### src/rtl/synch_delay_gen.sv
// rtl/synch_delay_gen.sv - slave-side ring synchronisation delay generator
module synch_delay_gen #(
  parameter int ID_W       = 8,
  parameter int DLY_W      = 8,
  parameter int TRIM_W     = 8,
  parameter int CNT_W      = 32,
  parameter int PULSE_MODE = 0
) (
  input  logic              Clk_100MHz,
  input  logic              Reset,
  input  logic              Busy,
  input  logic [ID_W-1:0]   LastSlaveIDPlus1,
  input  logic [ID_W-1:0]   SlaveID,
  input  logic [DLY_W-1:0]  AveSlaveDelay,
  input  logic [TRIM_W-1:0] TrimOffset,
  output logic              SynchSignal,
  output logic              SynchPulse,
  output logic              Armed,
  output logic              IdError,
  output logic [CNT_W-1:0]  DelayValue
);

  // Wide enough that hops*AveSlaveDelay+TrimOffset+1 can never wrap before saturation.
  localparam int SUM_W = CNT_W + ID_W + DLY_W + TRIM_W + 1;
  localparam logic [CNT_W-1:0] CNT_MAX = '1;

  typedef enum logic [1:0] {
    S_IDLE  = 2'd0,
    S_COUNT = 2'd1,
    S_FIRED = 2'd2
  } state_t;

  state_t             state_q, state_d;
  logic [CNT_W-1:0]   cnt_q, cnt_d;
  logic [CNT_W-1:0]   cnt_nxt;
  logic [CNT_W-1:0]   delay_q;
  logic               id_err_q;
  logic               pulse_q;
  logic               enter_fired;

  logic               id_valid;
  logic [ID_W-1:0]    hops;
  logic [SUM_W-1:0]   d_wide;
  logic [CNT_W-1:0]   d_calc;

  // Delay for this slave from current inputs; an invalid ID collapses to zero hops.
  always_comb begin
    id_valid = SlaveID < LastSlaveIDPlus1;
    hops     = id_valid ? (LastSlaveIDPlus1 - SlaveID - ID_W'(1)) : '0;
    d_wide   = SUM_W'(hops) * SUM_W'(AveSlaveDelay) + SUM_W'(TrimOffset) + SUM_W'(1);
    d_calc   = (d_wide > SUM_W'(CNT_MAX)) ? CNT_MAX : d_wide[CNT_W-1:0];
  end

  // Counter increment that sticks at all-ones instead of wrapping.
  always_comb begin
    cnt_nxt = (cnt_q == CNT_MAX) ? CNT_MAX : (cnt_q + CNT_W'(1));
  end

  // Delay and ID status follow the inputs while the link is busy, frozen while idle.
  always_ff @(posedge Clk_100MHz) begin
    if (Reset || Busy) begin
      delay_q  <= d_calc;
      id_err_q <= ~id_valid;
    end
  end

  // Next-state logic: count idle edges, fire when the count reaches the latched delay.
  always_comb begin
    state_d = state_q;
    cnt_d   = cnt_q;
    case (state_q)
      S_IDLE: begin
        if (Busy) begin
          cnt_d = '0;
        end else begin
          cnt_d   = cnt_nxt;
          state_d = (cnt_nxt >= delay_q) ? S_FIRED : S_COUNT;
        end
      end
      S_COUNT: begin
        if (Busy) begin
          state_d = S_IDLE;
          cnt_d   = '0;
        end else begin
          cnt_d = cnt_nxt;
          if (cnt_nxt >= delay_q) begin
            state_d = S_FIRED;
          end
        end
      end
      S_FIRED: begin
        if (Busy) begin
          state_d = S_IDLE;
          cnt_d   = '0;
        end
      end
      default: begin
        state_d = S_IDLE;
        cnt_d   = '0;
      end
    endcase
    enter_fired = (state_d == S_FIRED) && (state_q != S_FIRED);
  end

  // State, counter and one-shot firing strobe registers.
  always_ff @(posedge Clk_100MHz) begin
    if (Reset) begin
      state_q <= S_IDLE;
      cnt_q   <= '0;
      pulse_q <= 1'b0;
    end else begin
      state_q <= state_d;
      cnt_q   <= cnt_d;
      pulse_q <= enter_fired;
    end
  end

  assign SynchPulse  = pulse_q;
  assign SynchSignal = (PULSE_MODE != 0) ? pulse_q : (state_q == S_FIRED);
  assign Armed       = (state_q == S_COUNT);
  assign IdError     = id_err_q;
  assign DelayValue  = delay_q;

endmodule
### config.mk
export PLATFORM = sky130hd
export DESIGN_NAME = synch_delay_gen
export DESIGN_NICKNAME = d
export VERILOG_FILES = /design/src/rtl/synch_delay_gen.sv
export SDC_FILE = /design/constraint.sdc
export NUM_CORES = 1
export LEC_CHECK = 0
export BUFFER_PORTS_ARGS = -buffer_cell sky130_fd_sc_hd__buf_2
export CAP_MARGIN = 20
export CORE_MARGIN = 3
export CORE_UTILIZATION = 40
export DETAILED_ROUTE_END_ITERATION = 12
export PLACE_DENSITY = 0.67
export RECOVER_POWER = 100
export REMOVE_ABC_BUFFERS = 1
export SLEW_MARGIN = 20
export SYNTH_ARGS = -nofsm -noshare
export SYNTH_HDL_FRONTEND = slang
export SYNTH_SLANG_ARGS = --single-unit
### constraint.sdc
create_clock -name Clk_100MHz -period 5.8 [get_ports Clk_100MHz]
set_input_delay 0 -clock Clk_100MHz [delete_from_list [all_inputs] [get_ports Clk_100MHz]]
set_output_delay 0 -clock Clk_100MHz [all_outputs]
set_load 0.02 [all_outputs]
# Word-level counts from Yosys, hierarchy flattened
# Index checks and enable logic that the tools add are counted.
[totals]
register_bits = 68
in_bits = 35
wordCells = 36
out_inout_bits = 36
[op_classes]
reduce_logical = 4
n_addsub = 5
eq_ne = 6
order_cmp = 3
n_mul = 1
n_mux = 11
bitwise = 1
[op_table]
columns = ["cell", "n"]
rows = [
  ["32-bit two-way mux", 3],
  ["32-bit case mux with 2 select lines", 1],
  ["32-bit by 1-bit adder with 32-bit output, second input constant", 1],
  ["32-bit == test, second input constant", 1],
  ["32-bit >= comparator", 1],
  ["18-bit by 32-bit > comparator with 1-bit output, second input constant", 1],
  ["17-bit by 1-bit adder with 18-bit output, second input constant", 1],
  ["16-bit by 8-bit adder with 17-bit output", 1],
  ["8-bit by 8-bit multiplier with 16-bit output", 1],
  ["2-bit two-way mux", 5],
  ["8-bit less-than comparator", 1],
  ["8-bit two-way mux", 1],
  ["8-bit by 1-bit subtractor with 8-bit output, second input constant", 1],
  ["8-bit subtractor", 1],
  ["2-bit case mux with 3 select lines", 1],
  ["2-bit == test, second input constant", 2],
  ["2-bit != test, second input constant", 2],
  ["2-bit by 1-bit == test with 1-bit output, second input constant", 1],
  ["2-bit zero test", 1],
  ["2-bit OR reduction", 1],
  ["1-bit logical AND", 1],
  ["1-bit logical OR", 1],
  ["1-bit NOT", 1],
]

# Logic depth before layout (Yosys ltp)
[logic_depth]
word_depth = 8
ltp_mapped = 25
mapped_depth_nobuf = 25

# Least setup slack after synthesis
# No wires, ideal clock.
[synth_path]
path_type = "in2reg"
from = "in SlaveID[0]"
to = "reg delay_q[15], in the netlist DelayValue[15], data pin"
setup_slack_ps = 84
path_buffers = 0
setup_time_ps = 262
path_stages = 25
required_time_ps = 5538
t_arrival_ps = 5454
cell_sequence = "inv_1 > ha_1 > inv_1 > fa_1 > nor2b_1 > o21ai_0 > a21boi_0 > o21ai_0 > nor3b_1 > nor4_1 > nand2_1 > fa_1 > inv_1 > fa_1 > inv_1 > fa_1 > fa_1 > inv_1 > ha_1 > or2_2 > a21oi_1 > a211oi_1 > o31ai_1 > a21oi_1 > xor2_1"
[synth_via]
elab_chain_len = 7
elab_cells_between_ends = 8
classes_between = "4 x add/sub; 1 x mul; 2 x order compare; 1 x mux"
[synth_rtl]
columns = ["element", "line", "rtl"]
rows = [
  ["start: declaration", "13", "input logic [ID_W-1:0] SlaveID,"],
  ["8-bit subtractor", "49", "hops = id_valid ? (LastSlaveIDPlus1 - SlaveID - ID_W'(1)) : '0;"],
  ["8-bit by 1-bit subtractor with 8-bit output", "49", ""],
  ["8-bit two-way mux (*)", "49", ""],
  ["8-bit by 8-bit multiplier with 16-bit output (*)", "50", "d_wide = SUM_W'(hops) * SUM_W'(AveSlaveDelay) + SUM_W'(TrimOffset) + SUM_W'(1);"],
  ["16-bit by 8-bit adder with 17-bit output (*)", "50", ""],
  ["17-bit by 1-bit adder with 18-bit output (*)", "50", ""],
  ["net d_wide[15]", "43", "logic [SUM_W-1:0] d_wide;"],
  ["18-bit by 32-bit > comparator with 1-bit output", "51", "d_calc = (d_wide > SUM_W'(CNT_MAX)) ? CNT_MAX : d_wide[CNT_W-1:0];"],
  ["end signal: assignment", "62", "delay_q <= d_calc;"],
  ["end: declaration", "36", "logic [CNT_W-1:0] delay_q;"],
]
# Mark *: on every way through the listed nets, which the timed path passes. The rest lies on a longest branch.
# A chain may end at the register's enable or synchronous reset.

# Final worst setup path
[layout_path]
from = "in LastSlaveIDPlus1[1]"
to = "reg delay_q[16], in the netlist DelayValue[16], data pin"
[layout_via]
elab_chain_len = 7
elab_cells_between_ends = 8
classes_between = "4 x add/sub; 1 x mul; 2 x order compare; 1 x mux"
[layout_rtl]
columns = ["element", "line", "rtl"]
rows = [
  ["start: declaration", "12", "input logic [ID_W-1:0] LastSlaveIDPlus1,"],
  ["8-bit subtractor", "49", ""],
  ["8-bit by 1-bit subtractor with 8-bit output", "49", ""],
  ["8-bit two-way mux (*)", "49", ""],
  ["8-bit by 8-bit multiplier with 16-bit output (*)", "50", ""],
  ["16-bit by 8-bit adder with 17-bit output (*)", "50", ""],
  ["17-bit by 1-bit adder with 18-bit output (*)", "50", ""],
  ["net d_wide[16]", "43", ""],
  ["18-bit by 32-bit > comparator with 1-bit output", "51", ""],
]
# Marked as above.

==> flow_summary.toml <==
[layout]
multi_input_comb_area_sq_mm = 0.004324
area_growth_syn_to_layout_pct = 11.32
layout.filler_cells = 1448
nets = 930
antenna-diode-count = 0
layout.cell_area.non_filler_sq_mm = 0.006769
layout.area.seq_sq_mm = 0.001271
layout.cells.non_filler = 959
layout-drive-gt1-share_pct = 9.419

[clocking]
worstSkewPairLatency_ns = 0.29
cts_bufs_inserted = 5
htree_levels = 2
clkSlewWorstSetupHoldPaths_ns = 0.07
clock_tree_buf_depth = 2
cts_tree = "done"
clock_sinks = 54
cts_root_buf = "sky130_fd_sc_hd__clkbuf_16"

[yosys]
postSynthAreaPerCell_sq_um = 8.589
edff_count_synth = 19
yosys.area.top_type = "sky130_fd_sc_hd__ha_1"
synth_largest_type_area_fraction_pct = 15.64
synth_area_leaders = "sky130_fd_sc_hd__ha_1 16%, sky130_fd_sc_hd__fa_1 15%, sky130_fd_sc_hd__dfxtp_1 12%, sky130_fd_sc_hd__edfxtp_1 9.4%, sky130_fd_sc_hd__inv_1 6.5%"
total_of_flip_flops_plus_latches_after_synthesis = 54
synthesis.area_sq_mm = 0.006081
synth_top_flop_cell = "sky130_fd_sc_hd__dfxtp_1"
ys_seq_area_share_pct = 20.91
async_reset_ff_share_pct = 0
synth.lib_cells_used.distinct = 57
synth_warnings = 0
post_synth_inst_count = 708

[drt]
drt-vias-per-instance = 5.181
antenna_violating_nets_post_route = 0
drt_first_iter_violations = 369
wirelength_um = 13060
dr.pass1.iters = 4
drcViolationCount = 0
wire_per_inst_um = 13.62
vias = 4969

[floorplanning]
initial_utilization_pct = 41.37
io-pin-count = 71
core_region_area_sq_mm = 0.01470
fp.dieH_um = 129.3
dieWidth_um = 129.3
die-area_sq_mm = 0.01672
num_rows = 44

[sta]
fin_worst_hold_slack_ns = 0.1714
fmaxAchievable_mhz = 182.6
min_period_ns = 5.476
slew_violations = 24
tightestPinTransition_ns = 1.616
fin_crit_sh_pct = 94.42
finClkSkew_ns = 0.01095
setup_viol = 0
timing_hold_violations_final = 0
max-slew-margin-rel_pct = -7.729
setup_tns_ns = 0

[power_and_ir_drop]
cellPowerDensity_mw_per_mm2 = 323.4
total_leakage_power_nw = 3.351
total_power_w = 0.002189
vdd_ir_drop_max_v = 0.0001883

[job]
max_cap_viol_count = 1

[min_path]
min_path_type = "in2reg"

[critical_path]
critPathLaunchType = "primary input"
timing.critical_path.to_type = "flip-flop"
worst-endpoint-required_ns = 5.84
timing_worst_setup_path_type = "in2reg"
cp_max_fo = 6
worst_ep_arrival_time_ns = 5.51

[global_route]
first_pass_grt_wire_length_um = 22610
first_global_vias = 4872
grt-ovfl-total = 0
grt_start_max_net_pins = 38
gr-usage-all-layers_pct = 16.13
initial_antenna_violation_count = 0

[place]
portBuffers = 56
place_inst = 950
dpl.hpwl_um = 10500
placed_area_sq_mm = 0.006619
gpl_wtd_cong = 0.8597

[status]
failed_checks = "capacitance limit, slew limit"
run_status = "complete, but fails checks"
cells in the mapped netlist (all sizes together), types with 2 or more instances:
library cell	count
o21a	3
fa	45
nand3	27
or4	3
o22ai	4
nand2b	7
a31oi	4
xnor2	14
clkbuf	12
o41ai	2
nand2	62
a21boi	4
o31ai	4
xor2	16
dfxtp	35
nand4	8
a211oi	3
a21oi	31
inv	106
nor2b	3
nor3	15
o211ai	3
a2111oi	2
nor4	11
and4	6
mux2	2
o21ai	29
ha	76
a22o	20
mux2i	4
buf	17
a21o	9
edfxtp	19
or2	3
or3	5
and2	38
nor2	32
and3	11
layer usage:
layer  wire length [um]  GRT usage, %  share of wire (%)
met3                461         1.690                3.5
met1               6145         22.18                 47
met5                  0             0                  0
met4                109         3.027               0.83
met2               6345         27.80                 49
critical path, stage by stage:
cell	delay, ns
sky130_fd_sc_hd__buf_2	0.09
sky130_fd_sc_hd__inv_1	0.06
sky130_fd_sc_hd__ha_1	0.30
sky130_fd_sc_hd__a21o_1	0.18
sky130_fd_sc_hd__a21oi_1	0.20
sky130_fd_sc_hd__o21ai_0	0.15
sky130_fd_sc_hd__a21oi_1	0.22
sky130_fd_sc_hd__xor2_1	0.09
sky130_fd_sc_hd__nor3_1	0.34
sky130_fd_sc_hd__buf_4	0.22
sky130_fd_sc_hd__nand2_1	0.08
sky130_fd_sc_hd__fa_1	0.46
sky130_fd_sc_hd__fa_1	0.49
sky130_fd_sc_hd__inv_1	0.05
sky130_fd_sc_hd__fa_1	0.52
sky130_fd_sc_hd__inv_1	0.05
sky130_fd_sc_hd__fa_1	0.52
sky130_fd_sc_hd__inv_1	0.04
sky130_fd_sc_hd__ha_1	0.35
sky130_fd_sc_hd__or3_1	0.36
sky130_fd_sc_hd__o21ai_0	0.14
sky130_fd_sc_hd__o31ai_2	0.15
sky130_fd_sc_hd__nand2b_1	0.16
sky130_fd_sc_hd__a31oi_1	0.20
sky130_fd_sc_hd__xnor2_1	0.08
cells in the final DEF (no fill, tap or decap), types with 11 or more instances in the layout:
cell	count
sky130_fd_sc_hd__and3_1	11
sky130_fd_sc_hd__nor3_1	14
sky130_fd_sc_hd__nand2_1	62
sky130_fd_sc_hd__ha_1	76
sky130_fd_sc_hd__buf_4	15
sky130_fd_sc_hd__and2_1	37
sky130_fd_sc_hd__xnor2_1	14
sky130_fd_sc_hd__o21ai_0	28
sky130_fd_sc_hd__xor2_1	16
sky130_fd_sc_hd__nor2_1	31
sky130_fd_sc_hd__conb_1	14
sky130_fd_sc_hd__dfxtp_1	35
sky130_fd_sc_hd__fa_1	45
sky130_fd_sc_hd__buf_2	34
sky130_fd_sc_hd__clkbuf_1	26
sky130_fd_sc_hd__a22o_1	20
sky130_fd_sc_hd__a21oi_1	29
sky130_fd_sc_hd__edfxtp_1	19
sky130_fd_sc_hd__nand3_1	27
sky130_fd_sc_hd__inv_1	106
sequential cells by signal (all words and copies together), names as in the netlist:
register    count
IdError         1
DelayValue     18
state_q         2
cnt_q          32
SynchPulse      1
stage by stage:
stage	setup slack, ns	utilization [%]
final	0.3238	46.05
after global routing	-0.01643	46.05
after CTS	0.1873	46.15
after detailed placement	-0.1084	45.03
after global placement	-0.01803	45.03
after floorplan	0.08387	-
path summary, 6_finish.rpt:
kind,start,end,slack [ns],depth (start not counted)
setup / recovery,LastSlaveIDPlus1[1],DelayValue[16],0.32,25
hold / removal,TrimOffset[0],DelayValue[0],0.17,3
setup reg to reg,cnt_q[10],state_q[0],1.59,15
hold reg to reg,cnt_q[31],cnt_q[31],0.52,2
cell families (layout without fill, tap and decap cells):
family	after synthesis	count (layout)	share of synthesized area, %
multiplexers	6	6	1.029
flip-flops	54	54	20.91
XOR/XNOR	30	30	4.321
buffers and inverters	135	189	9.239
adder cells (fa/ha/maj)	121	121	30.45
AO/OA/AOI/OAI	126	126	13.70
other	1	14	0.06167
AND/OR/NAND/NOR	235	235	20.29
area by class of cell:
class | count | share of cell area [%]
clock buffer | 5 | 1.848
tap | 184 | 3.401
inverter | 106 | 5.878
timing repair buffer | 75 | 5.619
multi-input combinational | 532 | 63.88
clock inverter | 3 | 0.5915
sequential | 54 | 18.78
power breakdown:
group / switching [W] / total (W) / internal [W]
Clock: 0.000134 / 0.000336 / 0.000202
Combinational: 0.000749 / 0.00130 / 0.000555
Sequential: 0.0000418 / 0.000549 / 0.000507
repair_timing:
| item | in CTS | in global routing |
|---|---|---|
| buffers inserted | 0 | 1 |
| hold buffers | 0 | 0 |
| gates resized for setup | 0 | 8 |
| endpoints found under the setup margin | 0 | 7 |
Note: power is estimated with default switching activity, not from simulation.
